[src/rtl/mips_io_pkg.sv]
// Shared definitions for the MIPS memory-mapped IO window at 0x7FF0-0x7FFF.
// Register offsets are word indices taken from IOAddr[3:2].
package mips_io_pkg;

  localparam logic [27:0] IO_BASE = 28'h00007ff;

  typedef enum logic [1:0] {
    IO_LED   = 2'd0,
    IO_SW    = 2'd1,
    IO_DISP  = 2'd2,
    IO_TIMER = 2'd3
  } io_reg_e;

endpackage

[src/rtl/hex_to_seg.sv]
// Hex nibble to active-low seven-segment glyph, segment order {g,f,e,d,c,b,a}.
module hex_to_seg (
  input  logic [3:0] hex,
  output logic [6:0] seg
);

  always_comb begin
    // NOTE: seg gets a value before the case so no path can leave it unassigned (no latch).
    seg = 7'h7f;
    case (hex)
      4'h0: seg = 7'h40;
      4'h1: seg = 7'h79;
      4'h2: seg = 7'h24;
      4'h3: seg = 7'h30;
      4'h4: seg = 7'h19;
      4'h5: seg = 7'h12;
      4'h6: seg = 7'h02;
      4'h7: seg = 7'h78;
      4'h8: seg = 7'h00;
      4'h9: seg = 7'h10;
      4'ha: seg = 7'h08;
      4'hb: seg = 7'h03;
      4'hc: seg = 7'h46;
      4'hd: seg = 7'h21;
      4'he: seg = 7'h06;
      4'hf: seg = 7'h0e;
      default: seg = 7'h7f;
    endcase
  end

endmodule

[src/rtl/mips_io_ctrl.sv]
// IO responder for the MIPS core: LED, synchronized switches, multiplexed
// 4-digit display and a one-shot down-timer, with a combinational read mux.
module mips_io_ctrl
  import mips_io_pkg::*;
#(
  parameter int SCAN_DIV = 18
) (
  input  logic        CLK,
  input  logic        RESET,
  input  logic [31:0] IOWriteData,
  input  logic [3:0]  IOAddr,
  input  logic        IOWriteEn,
  output logic [31:0] IOReadData,
  input  logic [7:0]  Switches,
  output logic [7:0]  LED,
  output logic [3:0]  AN,
  output logic [6:0]  SegOut
);

  logic [7:0]          led_val;
  logic [7:0]          sw_meta;
  logic [7:0]          sw_sync;
  logic [15:0]         disp_val;
  logic [30:0]         count;
  logic                expired;
  logic [SCAN_DIV-1:0] scan_cnt;
  logic [3:0]          an_val;
  logic [6:0]          seg_val;

  logic       wr_led;
  logic       wr_disp;
  logic       wr_timer;
  logic [1:0] digit;
  logic [3:0] nibble;
  logic [6:0] glyph;
  logic [3:0] an_next;

  // Byte lanes and the top timer bit are architecturally ignored.
  logic unused_bits;
  assign unused_bits = &{1'b0, IOAddr[1:0], IOWriteData[31]};

  assign wr_led   = IOWriteEn && (IOAddr[3:2] == IO_LED);
  assign wr_disp  = IOWriteEn && (IOAddr[3:2] == IO_DISP);
  assign wr_timer = IOWriteEn && (IOAddr[3:2] == IO_TIMER);

  // NOTE: state registers use non-blocking assignments so every flop samples pre-edge values.
  always_ff @(posedge CLK or posedge RESET) begin
    if (RESET) begin
      led_val  <= '0;
      disp_val <= '0;
    end else begin
      if (wr_led)  led_val  <= IOWriteData[7:0];
      if (wr_disp) disp_val <= IOWriteData[15:0];
    end
  end

  always_ff @(posedge CLK or posedge RESET) begin
    if (RESET) begin
      sw_meta <= '0;
      sw_sync <= '0;
    end else begin
      sw_meta <= Switches;
      sw_sync <= sw_meta;
    end
  end

  // A write always beats the decrement; expiry fires only on a 1 -> 0 step.
  always_ff @(posedge CLK or posedge RESET) begin
    if (RESET) begin
      count   <= '0;
      expired <= 1'b0;
    end else if (wr_timer) begin
      count   <= IOWriteData[30:0];
      expired <= 1'b0;
    end else if (count != '0) begin
      count <= count - 31'd1;
      if (count == 31'd1) expired <= 1'b1;
    end
  end

  assign digit   = scan_cnt[SCAN_DIV-1 -: 2];
  assign nibble  = disp_val[{digit, 2'b00} +: 4];
  assign an_next = ~(4'b0001 << digit);

  hex_to_seg u_hex_to_seg (
    .hex (nibble),
    .seg (glyph)
  );

  // Anode and segment drive are registered so the pins switch glitch-free.
  always_ff @(posedge CLK or posedge RESET) begin
    if (RESET) begin
      scan_cnt <= '0;
      an_val   <= 4'b1110;
      seg_val  <= 7'h40;
    end else begin
      scan_cnt <= scan_cnt + 1'b1;
      an_val   <= an_next;
      seg_val  <= glyph;
    end
  end

  assign LED    = led_val;
  assign AN     = an_val;
  assign SegOut = seg_val;

  always_comb begin
    IOReadData = '0;
    case (io_reg_e'(IOAddr[3:2]))
      IO_LED:   IOReadData = {24'b0, led_val};
      IO_SW:    IOReadData = {24'b0, sw_sync};
      IO_DISP:  IOReadData = {16'b0, disp_val};
      IO_TIMER: IOReadData = {expired, count};
      default:  IOReadData = '0;
    endcase
  end

endmodule

[config.mk]
export PLATFORM = sky130hd
export DESIGN_NAME = mips_io_ctrl
export DESIGN_NICKNAME = d
export VERILOG_FILES = /design/src/rtl/mips_io_pkg.sv /design/src/rtl/hex_to_seg.sv /design/src/rtl/mips_io_ctrl.sv
export SDC_FILE = /design/constraint.sdc
export NUM_CORES = 1
export LEC_CHECK = 0
export BUFFER_PORTS_ARGS = -buffer_cell sky130_fd_sc_hd__buf_4
export CELL_PAD_IN_SITES_DETAIL_PLACEMENT = 1
export CELL_PAD_IN_SITES_GLOBAL_PLACEMENT = 1
export CORE_MARGIN = 5
export CORE_UTILIZATION = 37
export DETAILED_ROUTE_END_ITERATION = 8
export PLACE_DENSITY_LB_ADDON = 0.1
export SETUP_SLACK_MARGIN = 0.5
export SLEW_MARGIN = 15
export SYNTH_ARGS = -nofsm -noshare
export SYNTH_HDL_FRONTEND = slang
export SYNTH_SLANG_ARGS = --single-unit
[constraint.sdc]
create_clock -name CLK -period 2.8 [get_ports CLK]
set_input_delay 0.42 -clock CLK [delete_from_list [all_inputs] [get_ports CLK]]
set_output_delay 0.42 -clock CLK [all_outputs]
set_load 0.01 [all_outputs]
==> Flow_metrics.wiki <==
{| class="wikitable"
! Metric !! Value
|-
| Number of hold-slack violations in the final timing report || 0
|-
| Clock group share of total power || 0.307
|-
| Cell types occupying the most area after synthesis || sky130_fd_sc_hd__dfrtp_1 (49%), sky130_fd_sc_hd__mux2_2 (5.9%), sky130_fd_sc_hd__mux4_2 (5.9%)
|-
| Combinational share of power || 0.253
|-
| Count of endpoints failing setup in the final report || 0
|-
| PortBufs || 94
|-
| Storage element area || 0.00253 mm²
|-
| Buffer levels on the longest clock path || 2
|-
| Cell internal pwr || 0.00314 W
|-
| Maximum fanout encountered on the critical timing path || 4
|-
| Highest achievable clock rate || 425 MHz
|-
| Share of the clock period used by the worst path || 0.840
|-
| Drt total wl || 13400 µm
|-
| Final period demand of the worst path || 2.35 ns
|-
| Number of remaining DRC errors || 0
|-
| Switching pwr || 0.00133 W
|-
| Post-route cell area || 0.00644 mm²
|-
| Proportion of register bits with asynchronous set or reset after synthesis || 1.00
|-
| Total number of placement rows || 42
|-
| Transition time of the tightest slew-check pin || 0.707 ns
|-
| Growth of design area from synthesis to finish || 29.0%
|-
| Netlist area before placement || 0.00499 mm²
|-
| Initial Utilization || 0.377
|-
| Via density || 5.26
|-
| Reported leakage power || 2.84 nW
|-
| Horizontal die dimension || 126 µm
|-
| Total Die Area || 0.0159 mm²
|-
| Post-synth EDFFs || 0
|-
| Final standard cell count with taps included and fillers excluded || 726
|-
| Run status || complete, no violations
|-
| Power per Cell Area || 694 mW/mm²
|-
| RSZ-0062 raised after global routing || yes
|-
| Number of global-route vias before repair || 4043
|-
| Number of CTS-inserted buffers || 9
|-
| Skew-Pair Late Insertion Delay || 0.35 ns
|-
| DRT antenna net count || 0
|-
| Max Transition Viols Final || 0
|-
| GRT Residual Overflow || 0
|-
| Share of final-layout standard cells stronger than drive strength 1 || 0.375
|-
| Net count of the mapped netlist || 494
|-
| WP data required || 3.07 ns
|-
| CTS clk-pin slew, worst paths || 0.07 ns
|-
| H-tree Lvls || 3
|-
| Type of the setup path with the least slack || register to register
|-
| Antenna violations before repair || 0
|-
| Number of fillers in the final layout || 1436
|-
| Worst hold path class || input pin to asynchronous set/reset pin
|-
| Startpoint types || register
|-
| Final total negative setup slack || 0 ns
|-
| Number of flip-flops and latches in the synthesized netlist || 101
|-
| Switching share of power || 0.298
|-
| Commonest non-fill, non-tap cell in the layout || sky130_fd_sc_hd__buf_4
|-
| Post-synthesis cell type with the largest combined area || sky130_fd_sc_hd__dfrtp_1
|-
| Placeable core area || 0.0132 mm²
|-
| Pin count of the biggest net entering global routing || 47
|-
| IO Count || 98
|-
| Wire length per cell after detailed routing || 18.5 µm
|-
| Starting DRT DRC Count || 152
|-
| Final estimated routing congestion in global placement || 0.813
|-
| Instance area after placement || 0.00597 mm²
|-
| Yosys top cell area share || 0.486
|-
| Per-instance average area after synthesis || 11.4 µm²
|-
| Ant. Diodes || 0
|-
| Total area of multi-input combinational cells || 0.00241 mm²
|-
| TritonCTS clock tree || built
|-
| Max_slew headroom || 0.529
|-
| Nets || 601
|-
| Count of distinct cell types in the synthesized netlist || 48
|-
| Element type at the critical path end || register
|-
| Clk sinks || 101
|-
| Worst endpoint data arrival time || 2.62 ns
|-
| Routed via count || 3817
|-
| Worst IR Drop VDD || 438 µV
|-
| Die extent in y || 126 µm
|-
| Dominant synthesized flop cell || sky130_fd_sc_hd__dfrtp_1
|-
| Highest-count cells in the layout ignoring fill and taps || sky130_fd_sc_hd__buf_4 (118), sky130_fd_sc_hd__dfrtp_1 (95), sky130_fd_sc_hd__nor2_1 (28)
|-
| Count of mapped cells out of synthesis || 438
|-
| Sequential share of the synthesized area || 0.507
|-
| Sequential power share || 0.440
|-
| Number of warnings printed during yosys synthesis || 0
|-
| Root cell of the clock tree || sky130_fd_sc_hd__clkbuf_16
|-
| Pre-Repair DR Iteration Count || 5
|-
| Post-DP HPWL || 9730 µm
|-
| Global-route wire length before repair || 21900 µm
|-
| Clock Skew || 0.00841 ns
|-
| Cell count after placement || 700
|-
| GR Util All Layers || 0.174
|-
| Number of buffers added to fix hold violations after cts || 0
|-
| Max-Cap Viols || 0
|}
power groups by stage:
| stage | Sequential, W | Combinational, W | Clock [W] |
|---|---|---|---|
| after floorplan | 0.00191 | 0.000672 | 0 |
| after global placement | 0.00198 | 0.00105 | 0 |
| after detailed placement | 0.00200 | 0.00107 | 0 |
| after CTS | 0.00197 | 0.00112 | 0.00140 |
| after global routing | 0.00201 | 0.00124 | 0.00147 |
| final | 0.00197 | 0.00113 | 0.00137 |
final cells by class:
| class | instances | share of cell area |
|---|---|---|
| clock buffer | 12 | 0.0398 |
| clock inverter | 4 | 0.0109 |
| inverter | 8 | 0.00524 |
| multi-input combinational | 305 | 0.374 |
| sequential | 101 | 0.393 |
| tap | 176 | 0.0342 |
| timing repair buffer | 120 | 0.142 |
through the flow:
step | worst slack (ns) | total power (W) | hold slack [ns] | util
6_report | 0.448 | 0.00447 | 0.0193 | 0.486
5_1_grt | 0.410 | 0.00473 | 0.0242 | 0.486
4_1_cts | 0.393 | 0.00449 | 0.0148 | 0.480
3_5_place_dp | 0.318 | 0.00307 | 0.338 | 0.451
3_3_place_gp | 0.374 | 0.00303 | 0.334 | 0.451
2_1_floorplan | 0.503 | 0.00258 | 0.331 | -
cell families after synthesis:
family,Yosys count,synth area share
AO/OA/AOI/OAI,46,0.0614
XOR/XNOR,36,0.0632
adder cells (fa/ha/maj),9,0.0226
buffers and inverters,32,0.0246
flip-flops,101,0.507
multiplexers,51,0.142
AND/OR/NAND/NOR,163,0.179
critical path, stage by stage, from the launching register on:
cell                      delay (ns)
sky130_fd_sc_hd__dfrtp_1        0.40
sky130_fd_sc_hd__or3_4          0.37
sky130_fd_sc_hd__or4_4          0.50
sky130_fd_sc_hd__or4_4          0.55
sky130_fd_sc_hd__mux2_4         0.33
sky130_fd_sc_hd__a21oi_2        0.12
synth_stat cells (2+ instances only):
cell	n
sky130_fd_sc_hd__nor2b_1	9
sky130_fd_sc_hd__nand4_1	7
sky130_fd_sc_hd__nand3_1	14
sky130_fd_sc_hd__nor4_1	10
sky130_fd_sc_hd__nor3_1	17
sky130_fd_sc_hd__or4_4	2
sky130_fd_sc_hd__ha_1	9
sky130_fd_sc_hd__and4_1	2
sky130_fd_sc_hd__o22ai_1	2
sky130_fd_sc_hd__o21ai_0	14
sky130_fd_sc_hd__or3_1	6
sky130_fd_sc_hd__dfrtp_1	97
sky130_fd_sc_hd__or2_2	3
sky130_fd_sc_hd__nand3b_1	2
sky130_fd_sc_hd__nor2_1	28
sky130_fd_sc_hd__xnor2_1	28
sky130_fd_sc_hd__buf_1	3
sky130_fd_sc_hd__o31ai_1	3
sky130_fd_sc_hd__clkbuf_1	19
sky130_fd_sc_hd__mux2_2	26
sky130_fd_sc_hd__nand2b_1	4
sky130_fd_sc_hd__inv_1	8
sky130_fd_sc_hd__o21a_1	2
sky130_fd_sc_hd__a21oi_1	6
sky130_fd_sc_hd__mux4_2	13
sky130_fd_sc_hd__o311ai_0	2
sky130_fd_sc_hd__nand2_1	27
sky130_fd_sc_hd__nor3b_1	3
sky130_fd_sc_hd__and3_1	19
sky130_fd_sc_hd__a211oi_1	11
sky130_fd_sc_hd__mux2i_1	11
sky130_fd_sc_hd__buf_2	2
sky130_fd_sc_hd__xor2_1	8
sky130_fd_sc_hd__or4_1	4
sky130_fd_sc_hd__dfstp_2	4
metal layers:
layer	global-route usage	wire length, µm
met2	0.290	6720
met1	0.230	6080
met4	0.0385	123
met3	0.0432	474
met5	0	0
sequential cells by signal, summed over array words and instances (netlist names):
register  count
count        31
sw_meta       8
disp_val     16
AN            4
scan_cnt     18
LED           8
expired       1
SegOut        7
sw_sync       8
path summary, 6_finish.rpt:
check                                       from                     to  slack, ns  cells past startpoint
min in group CLK                     Switches[0]   sw_meta[0]$_DFF_PP0_       0.18                      1
min                                        RESET  count[12]$_DFFE_PP0P_       0.02                      2
max reg2reg                count[26]$_DFFE_PP0P_   count[1]$_DFFE_PP0P_       0.45                      5
max in group asynchronous                  RESET    SegOut[6]$_DFF_PP1_       2.15                      3
max                        count[26]$_DFFE_PP0P_   count[1]$_DFFE_PP0P_       0.45                      5
min reg2reg                 sw_meta[2]$_DFF_PP0_   sw_sync[2]$_DFF_PP0_       0.36                      0
what timing repair did:
action | 4_1_cts | 5_1_grt
resized for setup | 7 | 11
endpoints found under the setup margin | 12 | 27
pin swaps | 4 | 5
buffers inserted | 5 | 5
No activity file was read; power rests on OpenSTA's default activity.
